$ cat config.mk
export PLATFORM = sky130hd
export DESIGN_NAME = uart_rx_fifo_flat
export DESIGN_NICKNAME = d
export VERILOG_FILES = /design/src/rtl/uart_pkg.sv /design/src/rtl/uart_rx_fifo_if.sv /design/src/rtl/uart_fifo_mem.sv /design/src/rtl/uart_rx_fifo.sv /design/src/flat_wrapper.sv
export SDC_FILE = /design/constraint.sdc
export NUM_CORES = 1
export LEC_CHECK = 0
export CORE_MARGIN = 2
export CORE_UTILIZATION = 53
export CTS_CLUSTER_DIAMETER = 40
export CTS_CLUSTER_SIZE = 8
export DETAILED_ROUTE_END_ITERATION = 10
export HOLD_SLACK_MARGIN = 0.02
export PLACE_DENSITY = 0.75
export REMOVE_ABC_BUFFERS = 1
export SLEW_MARGIN = 10
export SYNTH_ARGS = -nofsm -noshare
export SYNTH_HDL_FRONTEND = slang
export SYNTH_SLANG_ARGS = --single-unit
$ cat constraint.sdc
create_clock -name clk -period 2.42 [get_ports clk]
set_input_delay 0.484 -clock clk [delete_from_list [all_inputs] [get_ports clk]]
set_output_delay 0.484 -clock clk [all_outputs]
set_load 0.02 [all_outputs]
$ cat src/rtl/uart_pkg.sv
// Shared UART constants, byte type and FIFO width helpers used by both the
// receive-side and transmit-side buffers.
package uart_pkg;

  localparam int UART_DATA_W = 8;
  localparam int UART_DEPTH  = 16;

  typedef logic [UART_DATA_W-1:0] uart_byte_t;

  function automatic int uart_ptr_w(input int depth);
    return (depth > 1) ? $clog2(depth) : 1;
  endfunction

  // One extra bit so a full FIFO (count == depth) is representable.
  function automatic int uart_cnt_w(input int depth);
    return uart_ptr_w(depth) + 1;
  endfunction

endpackage

$ cat src/rtl/uart_rx_fifo_if.sv
// Receive-buffer bus: receiver byte/done inputs, register-block pop/clear
// strobes and the status/interrupt outputs. timeout_irq exists only with RX_TIMEOUT_EN.
interface uart_rx_fifo_if
  import uart_pkg::*;
#(
  parameter int DATA_W = UART_DATA_W,
  parameter int DEPTH  = UART_DEPTH
);

  logic [DATA_W-1:0]            rx_data_in;
  logic                         rx_done_in;
  logic                         rd_en;
  logic                         overrun_clr;
  logic [DATA_W-1:0]            rd_data;
  logic                         empty;
  logic                         full;
  logic [uart_cnt_w(DEPTH)-1:0] count;
  logic                         overrun;
  logic                         level_irq;
`ifdef RX_TIMEOUT_EN
  logic                         timeout_irq;
`endif

  modport master (
    output rx_data_in, rx_done_in, rd_en, overrun_clr,
`ifdef RX_TIMEOUT_EN
    input  timeout_irq,
`endif
    input  rd_data, empty, full, count, overrun, level_irq
  );

  modport slave (
    input  rx_data_in, rx_done_in, rd_en, overrun_clr,
`ifdef RX_TIMEOUT_EN
    output timeout_irq,
`endif
    output rd_data, empty, full, count, overrun, level_irq
  );

endinterface

$ cat src/rtl/uart_fifo_mem.sv
// DEPTH x DATA_W register array with one synchronous write port and one
// asynchronous read port; contents are intentionally not reset.
module uart_fifo_mem
  import uart_pkg::*;
#(
  parameter int DEPTH  = UART_DEPTH,
  parameter int DATA_W = UART_DATA_W,
  localparam int AW    = uart_ptr_w(DEPTH)
) (
  input  logic              clk,
  input  logic              we_i,
  input  logic [AW-1:0]     waddr_i,
  input  logic [DATA_W-1:0] wdata_i,
  input  logic [AW-1:0]     raddr_i,
  output logic [DATA_W-1:0] rdata_o
);

  logic [DATA_W-1:0] mem_q [DEPTH];

  always_ff @(posedge clk) begin
    if (we_i) mem_q[waddr_i] <= wdata_i;
  end

  assign rdata_o = mem_q[raddr_i];

endmodule

$ cat src/rtl/uart_rx_fifo.sv
// UART receive buffer: done-edge capture into a first-word-fall-through FIFO
// with overrun, level and (with RX_TIMEOUT_EN defined) idle-timeout interrupts.
module uart_rx_fifo
  import uart_pkg::*;
#(
  parameter int DEPTH          = UART_DEPTH,
  parameter int DATA_W         = UART_DATA_W,
  parameter int LEVEL_THRESH   = 8,
  parameter int TIMEOUT_CYCLES = 4096
) (
  input  logic            clk,
  input  logic            rst_n,
  uart_rx_fifo_if.slave   bus
);

  localparam int PTR_W = uart_ptr_w(DEPTH);
  localparam int CNT_W = uart_cnt_w(DEPTH);

  if ((DEPTH < 2) || ((DEPTH & (DEPTH - 1)) != 0)) begin : g_bad_depth
    $error("uart_rx_fifo: DEPTH must be a power of two >= 2");
  end
  if ((LEVEL_THRESH < 1) || (LEVEL_THRESH > DEPTH)) begin : g_bad_thresh
    $error("uart_rx_fifo: LEVEL_THRESH must be in 1..DEPTH");
  end
  if (TIMEOUT_CYCLES < 2) begin : g_bad_timeout
    $error("uart_rx_fifo: TIMEOUT_CYCLES must be >= 2");
  end

  logic              done_q;
  logic [CNT_W-1:0]  wr_ptr_q, wr_ptr_d;
  logic [CNT_W-1:0]  rd_ptr_q, rd_ptr_d;
  logic [CNT_W-1:0]  count_q, count_d;
  logic              empty_q, full_q, overrun_q, overrun_d, level_q;
  logic              push, pop, wr_en, drop;
  logic [DATA_W-1:0] mem_rdata;

  // Pointers carry a wrap bit above the address so their difference is the count.
  always_comb begin
    push      = bus.rx_done_in & ~done_q;
    pop       = bus.rd_en & ~empty_q;
    wr_en     = push & (~full_q | pop);
    drop      = push & full_q & ~pop;
    wr_ptr_d  = wr_ptr_q + {{(CNT_W-1){1'b0}}, wr_en};
    rd_ptr_d  = rd_ptr_q + {{(CNT_W-1){1'b0}}, pop};
    count_d   = wr_ptr_d - rd_ptr_d;
    overrun_d = drop | (overrun_q & ~bus.overrun_clr);
  end

  always_ff @(posedge clk or negedge rst_n) begin
    if (!rst_n) begin
      done_q    <= 1'b0;
      wr_ptr_q  <= '0;
      rd_ptr_q  <= '0;
      count_q   <= '0;
      empty_q   <= 1'b1;
      full_q    <= 1'b0;
      overrun_q <= 1'b0;
      level_q   <= 1'b0;
    end else begin
      done_q    <= bus.rx_done_in;
      wr_ptr_q  <= wr_ptr_d;
      rd_ptr_q  <= rd_ptr_d;
      count_q   <= count_d;
      empty_q   <= (count_d == '0);
      full_q    <= (count_d == CNT_W'(DEPTH));
      overrun_q <= overrun_d;
      level_q   <= (count_d >= CNT_W'(LEVEL_THRESH));
    end
  end

  uart_fifo_mem #(
    .DEPTH  (DEPTH),
    .DATA_W (DATA_W)
  ) u_mem (
    .clk     (clk),
    .we_i    (wr_en),
    .waddr_i (wr_ptr_q[PTR_W-1:0]),
    .wdata_i (bus.rx_data_in),
    .raddr_i (rd_ptr_q[PTR_W-1:0]),
    .rdata_o (mem_rdata)
  );

  assign bus.rd_data   = empty_q ? '0 : mem_rdata;
  assign bus.empty     = empty_q;
  assign bus.full      = full_q;
  assign bus.count     = count_q;
  assign bus.overrun   = overrun_q;
  assign bus.level_irq = level_q;

`ifdef RX_TIMEOUT_EN
  localparam int IDLE_W = (TIMEOUT_CYCLES > 2) ? $clog2(TIMEOUT_CYCLES) : 1;

  logic [IDLE_W-1:0] idle_q;
  logic              timeout_q;

  // Counter saturates at TIMEOUT_CYCLES-1; the irq stays set until traffic resumes.
  always_ff @(posedge clk or negedge rst_n) begin
    if (!rst_n) begin
      idle_q    <= '0;
      timeout_q <= 1'b0;
    end else begin
      if (push || pop || empty_q) begin
        idle_q <= '0;
      end else if (idle_q == IDLE_W'(TIMEOUT_CYCLES - 1)) begin
        timeout_q <= 1'b1;
      end else begin
        idle_q <= idle_q + 1'b1;
      end
      if (push || pop) timeout_q <= 1'b0;
    end
  end

  assign bus.timeout_irq = timeout_q;
`endif

endmodule

$ cat src/flat_wrapper.sv
// flat-port wrapper written by rule: the top's interface ports become plain ports
module uart_rx_fifo_flat import uart_pkg::*;
#(
  parameter int DEPTH          = UART_DEPTH,
  parameter int DATA_W         = UART_DATA_W,
  parameter int LEVEL_THRESH   = 8,
  parameter int TIMEOUT_CYCLES = 4096
)
  (clk, rst_n, bus_rx_data_in, bus_rx_done_in, bus_rd_en, bus_overrun_clr, bus_rd_data, bus_empty, bus_full, bus_count, bus_overrun, bus_level_irq);
  uart_rx_fifo_if #(.DATA_W(DATA_W), .DEPTH(DEPTH)) bus_i ();
  input  logic clk;
  input  logic rst_n;
  input wire logic [$bits(bus_i.rx_data_in)-1:0] bus_rx_data_in;
  input wire logic [$bits(bus_i.rx_done_in)-1:0] bus_rx_done_in;
  input wire logic [$bits(bus_i.rd_en)-1:0] bus_rd_en;
  input wire logic [$bits(bus_i.overrun_clr)-1:0] bus_overrun_clr;
  output wire logic [$bits(bus_i.rd_data)-1:0] bus_rd_data;
  output wire logic [$bits(bus_i.empty)-1:0] bus_empty;
  output wire logic [$bits(bus_i.full)-1:0] bus_full;
  output wire logic [$bits(bus_i.count)-1:0] bus_count;
  output wire logic [$bits(bus_i.overrun)-1:0] bus_overrun;
  output wire logic [$bits(bus_i.level_irq)-1:0] bus_level_irq;
  assign bus_i.rx_data_in = bus_rx_data_in;
  assign bus_i.rx_done_in = bus_rx_done_in;
  assign bus_i.rd_en = bus_rd_en;
  assign bus_i.overrun_clr = bus_overrun_clr;
  assign bus_rd_data = bus_i.rd_data;
  assign bus_empty = bus_i.empty;
  assign bus_full = bus_i.full;
  assign bus_count = bus_i.count;
  assign bus_overrun = bus_i.overrun;
  assign bus_level_irq = bus_i.level_irq;
  uart_rx_fifo #(.DEPTH(DEPTH), .DATA_W(DATA_W), .LEVEL_THRESH(LEVEL_THRESH), .TIMEOUT_CYCLES(TIMEOUT_CYCLES)) u_core (.clk(clk), .rst_n(rst_n), .bus(bus_i));
endmodule
==> metrics.yaml, run 1 <==
run_status:
  violations: "setup timing"
  run_status: "complete, but fails checks"
clock_network:
  clock_latency_ns: 0.53
  cts_root_buf: "clkbuf_8"
  cts.sinks: 148
  cts_made_buffers: 17
  clockBufferDepth: 2
  clkSlewWorstSetupHoldPaths_ns: 0.06
  cts_tree: "yes"
  htreeDepth: 4
  hold_buffers: 0
job:
  maxCapViolCount: 0
drt:
  dr.pass1.iters: 4
  wl_per_cell_um: 23.13
  via_count: 3035
  remaining_drc_errors: 0
  ant_nets: 0
  drt_iter0_drc: 230
  wl_um: 12190
  vias_per_cell: 5.759
worst_setup_path:
  critPathArrivalTime_ns: 2.37
  endpoint_kind: "primary output"
  crit_type: "flip-flop to primary output"
  timing.critical_path.from_type: "flip-flop"
  required_ns: 1.94
  cp_max_fo: 8
timing:
  finalSetupViolations: 11
  fmax_mhz: 350.2
  rsz0062_at_grt: "yes"
  hold_viol_final: 0
  final.setup.worst_slack_ns: -0.4352
  fin_crit_ns: 2.855
  final_max_slew_viol_count: 0
  fin_skew_ns: 0.009288
  relSlewSlack: 0.6172
  max_slew.worst_pin.slew_ns: 0.5724
  min_period_over_period: 1.180
placement:
  dp.cells: 489
  globalplace.congestion: 0.8154
  io_buffers: 29
  hpwl_um: 7242
yosys:
  synth_area_sq_um: 5848
  yosys.area_share.simple: 0.03723
  synth_edf_count: 128
  synthAdderAreaFrac: 0.02054
  syn_inst: 287
  ys_seq_elements: 148
  synthMuxAreaShare: 0.1506
  synth-xor-area-share: 0.01712
  synth_top_family_by_area: "multiplexers"
  synth_ff_type: "edfxtp_1"
  synth_compound_area_frac: 0.01498
  yosysWarnings: 0
  synth.distinct_cells: 33
  yosysSeqAreaShare: 0.7430
  syn-mean-instance-area_sq_um: 20.38
  ys_async_sr_fraction: 0.1351
final_layout:
  nets: 396
  most-common-layout-cells: "edfxtp_1, buf_4, mux4_2"
  area_delta_synth_final_pct: 26.83
  antenna_cells: 0
  fin_cells: 527
  multi_input_area_sq_um: 1564
  drive_gt1_frac: 0.3953
  final_util: 0.6872
  layout_commonest_cell: "edfxtp_1"
  fill_cells: 656
  seqCellArea_sq_um: 4347
floorplanning:
  initial_utilization: 0.5419
  die_w_um: 109.0
  core-area_sq_um: 10790
  rows: 38
  num_io_pins: 30
  die-area_sq_um: 11890
  fp.dieH_um: 109.0
global_routing:
  grt_max_degree: 28
  grt_overflow: 0
  grt_pass1_vias: 3188
  grt_first_pass_wirelength_um: 18670
  antenna_found_initial: 0
  grtUsageTotal: 0.2288
min_path:
  min_path_type: "primary input to asynchronous set/reset pin"
power_and_ir_drop:
  peakVddDrop_uv: 1040
  power_leakage_uw: 0.002609
  power.density_nw_per_um2: 1295
-- per-layer routing --
layer  global-route usage  share of wire  vias up  wire, um
met1               0.2884           0.39     1557      4774
met5                    0              0        -         0
met3              0.06575          0.064       24       778
li1                     -              -     1325         -
met4              0.08516          0.023        0       282
met2               0.3793           0.52      129      6354
-- area by class of cell --
cell class | count | area share
multi-input combinational | 117 | 0.2109
clock buffer | 18 | 0.05634
tap | 140 | 0.02362
timing repair buffer | 81 | 0.1031
sequential | 148 | 0.5860
inverter | 9 | 0.004555
clock inverter | 14 | 0.01552
-- cells in the mapped netlist (2+ instances only) --
cell type  instances  area, sq um
nor3_1             3        15.01
mux2i_1           16        160.2
mux4_2            32        720.7
nand3_1            4        20.02
nor3b_1            2        15.01
a21o_1             2        15.01
buf_2              5        25.02
xor2_1             5        43.79
dfrtp_1           19        475.5
xnor2_1            2        17.52
edfxtp_1         128         3844
clkbuf_1           5        18.77
nand2b_1           6        37.54
o22ai_1            9        56.30
nor2b_1            3        18.77
nand2_1            2        7.510
nand3b_1           2        15.01
ha_1               8        100.1
a21oi_1            2        10.01
buf_1              2        7.510
nor2_1            10        37.54
inv_1              9        33.78
-- metrics by stage --
step	TNS, ns	area (sq um)	hold slack, ns	total power (uW)	setup slack (ns)
2_1_floorplan	-8.699	5786	0.1884	5288	-1.046
3_5_place_dp	-7.033	6660	0.5157	6749	-0.8892
4_1_cts	-3.681	7410	0.2677	9508	-0.4189
5_1_grt	-4.389	7417	0.3013	10030	-0.4882
6_report	-3.360	7417	0.2760	9601	-0.4352
3_3_place_gp	-4.400	6660	0.4959	6682	-0.7235
-- path summary, 6_finish.rpt --
path	start	to	slack, ns	cells after the start
max reg2reg	u_core.bus.empty$_DFF_PN1_	u_core.bus.level_irq$_DFF_PN0_	-0.18	11
min in group clk	bus_rx_done_in	u_core.done_q$_DFF_PN0_	0.42	1
min	rst_n	u_core.bus.count[0]$_DFF_PN0_	0.28	1
max	u_core.rd_ptr_q[0]$_DFF_PN0_	bus_rd_data[1]	-0.44	5
max in group asynchronous	rst_n	u_core.rd_ptr_q[0]$_DFF_PN0_	1.61	2
min reg2reg	u_core.rd_ptr_q[4]$_DFF_PN0_	u_core.rd_ptr_q[4]$_DFF_PN0_	0.52	1
-- what timing repair did --
item | in CTS | in global routing
pin swaps | 7 | 3
buffers inserted | 7 | 0
cloned | 2 | 0
resized for setup | 56 | 18
endpoints found under the setup margin | 13 | 13
-- power by group --
part / switching (uW) / total (uW) / leakage [uW] / internal, uW
logic: 1930 / 4020 / 0.000986 / 2090
clock network: 1010 / 2360 / 0.000234 / 1350
registers: 173 / 3230 / 0.00139 / 3050
-- registers in the layout, indices dropped and copies added (netlist names) --
| register | count |
|---|---|
| u_core.bus.overrun | 1 |
| u_core.rd_ptr_q | 5 |
| u_core.wr_ptr_q | 5 |
| u_core.done_q | 1 |
| u_core.u_mem.mem_q | 128 |
| u_core.bus.count | 5 |
| u_core.bus.level_irq | 1 |
| u_core.bus.empty | 1 |
| u_core.bus.full | 1 |
-- worst max-delay path: stages, from the launching register on --
cell	delay, ns
dfrtp_2	0.54
buf_12	0.19
mux4_2	0.52
mux2i_2	0.26
o22ai_2	0.13
buf_2	0.19
-- cells by family after synthesis --
group | after synthesis
buffers and inverters | 22
AO/OA/AOI/OAI | 14
adder cells (fa/ha/maj) | 9
XOR/XNOR | 9
flip-flops | 148
multiplexers | 48
AND/OR/NAND/NOR | 37
Note: power is estimated with default switching activity, not from simulation.
==> inputs of run 2 (changes only) <==
--- a/config.mk
+++ b/config.mk
@@ -17,3 +17,4 @@
 export SYNTH_ARGS = -nofsm -noshare
 export SYNTH_HDL_FRONTEND = slang
 export SYNTH_SLANG_ARGS = --single-unit
+export TNS_END_PERCENT = 30
==> metrics.yaml, run 2 (synthesis results as in run 1) <==
floorplanning:
  num_io_pins: 30
  rows: 38
  fp.dieH_um: 109.0
  core-area_sq_um: 10790
  initial_utilization: 0.5419
  die_w_um: 109.0
  die-area_sq_um: 11890
timing:
  min_period_over_period: 1.173
  finalSetupViolations: 12
  whs_ns: 0.2835
  max_slew.worst_pin.slew_ns: 0.5649
  fin_skew_ns: 0.01208
  fin_setup_tns_ns: -3.480
  fmax_mhz: 352.2
  final.setup.worst_slack_ns: -0.4193
  relSlewSlack: 0.6222
  fin_crit_ns: 2.839
  rsz0062_at_grt: "yes"
  hold_viol_final: 0
  final_max_slew_viol_count: 0
final_layout:
  drive_gt1_frac: 0.3782
  most-common-layout-cells: "edfxtp_1, buf_4, mux4_2"
  area_delta_synth_final_pct: 26.27
  nets: 395
  antenna_cells: 0
  largest_register_ffs: 128
  layout_commonest_cell: "edfxtp_1"
  final_util: 0.6842
  regMostFlops: "u_core.u_mem.mem_q"
clock_network:
  cts_tree: "yes"
  cts.sinks: 148
  clockBufferDepth: 2
  cts_made_buffers: 17
  cts_root_buf: "clkbuf_8"
  clock_latency_ns: 0.53
  htreeDepth: 4
  clkSlewWorstSetupHoldPaths_ns: 0.06
worst_setup_path:
  critPathArrivalTime_ns: 2.36
  rrSetupSlack_ns: -0.21
  endpoint_kind: "primary output"
  cp_max_fo: 6
  required_ns: 1.94
  r2r_end: "u_core.bus.level_irq$_DFF_PN0_"
  crit_type: "flip-flop to primary output"
  timing.critical_path.from_type: "flip-flop"
  r2r_cells: 12
  r2r-start: "u_core.bus.empty$_DFF_PN1_"
global_routing:
  grtUsageTotal: 0.2266
  grt_pass1_vias: 3157
  grt_max_degree: 28
  grt_first_pass_wirelength_um: 18530
  grt_overflow: 0
  antenna_found_initial: 0
drt:
  wl_um: 12090
  vias_per_cell: 5.734
  ant_nets: 0
  drt_iter0_drc: 304
  dr.pass1.iters: 5
  via_count: 3016
  wl_per_cell_um: 22.99
  remaining_drc_errors: 0
power_and_ir_drop:
  power_uw: 9557
  peakVddDrop_uv: 1029
  power.density_nw_per_um2: 1294
  power_leakage_uw: 0.002607
placement:
  io_buffers: 29
  place_ws_ns: -0.8892
  hpwl_um: 7242
  globalplace.congestion: 0.8154
job:
  maxCapViolCount: 0
run_status:
  violations: "setup timing"
  run_status: "complete, but fails checks"
min_path:
  min_path_type: "primary input to asynchronous set/reset pin"
==> run 2: changes by cell type in the layout (fill, tap and decap cells not counted) <==
cell / delta
buf_6: +1
a21oi_1: +1
buf_4: -1
inv_1: +2
xor2_2: -2
inv_2: -2
buf_2: -1
ha_4: -1
ha_1: +1
xor2_1: +2
a21oi_2: -1
==> run 2: power breakdown <==
part | leakage [uW] | switching [uW] | internal [uW]
combinational | 0.000983 | 1910 | 2070
sequential | 0.00139 | 168 | 3050
clock | 0.000234 | 1010 | 1350
==> run 2: timing repair <==
| item | 4_1_cts | 5_1_grt |
|---|---|---|
| hold buffers | 0 | 0 |
| gates cloned | 2 | 0 |
| endpoints found under the setup margin | 13 | 14 |
| gates resized for setup | 49 | 20 |
| buffers inserted | 6 | 0 |
| pin swaps | 2 | 5 |
| endpoints found under the hold margin | 0 | 0 |
==> run 2: area by class of cell <==
class	count	area (sq um)
fill	653	3408
clock inverter	14	115.1
sequential	148	4347
inverter	9	33.78
tap	140	175.2
multi-input combinational	117	1533
timing repair buffer	80	763.2
clock buffer	18	417.9
==> run 2: per-stage QoR <==
stage	area, sq um	std cells
6_report	7385	526
4_1_cts	7362	529
3_3_place_gp	6660	489
2_1_floorplan	5786	274
3_5_place_dp	6660	489
5_1_grt	7385	526
==> run 2: metal layers <==
metal  track usage  vias up  part of all wire  wire length, um
li1              -     1326                 -                -
met1        0.2886     1559              0.40             4855
met2        0.3744      120              0.53             6400
met3       0.06575       11             0.057              689
met4       0.07967        0             0.012              146
met5             0        -                 0                0
==> run 2: worst max-delay path by stage <==
stage | from | endpoint | slack, ns | cells after the start
after detailed placement | bus_rd_en | u_core.bus.empty$_DFF_PN1_ | -0.89 | 10
after global routing | u_core.rd_ptr_q[0]$_DFF_PN0_ | bus_rd_data[1] | -0.47 | 5
after CTS | u_core.rd_ptr_q[0]$_DFF_PN0_ | bus_rd_data[1] | -0.42 | 5
final | u_core.rd_ptr_q[0]$_DFF_PN0_ | bus_rd_data[7] | -0.42 | 5
after floorplan | u_core.rd_ptr_q[0]$_DFF_PN0_ | u_core.bus.level_irq$_DFF_PN0_ | -1.05 | 9
after global placement | bus_rd_en | u_core.bus.empty$_DFF_PN1_ | -0.72 | 10
==> run 2: worst max-delay path: stages, from the launching register on <==
cell,delay [ns]
dfrtp_2,0.54
buf_8,0.18
mux4_2,0.52
mux2i_2,0.23
o22ai_1,0.16
buf_2,0.20
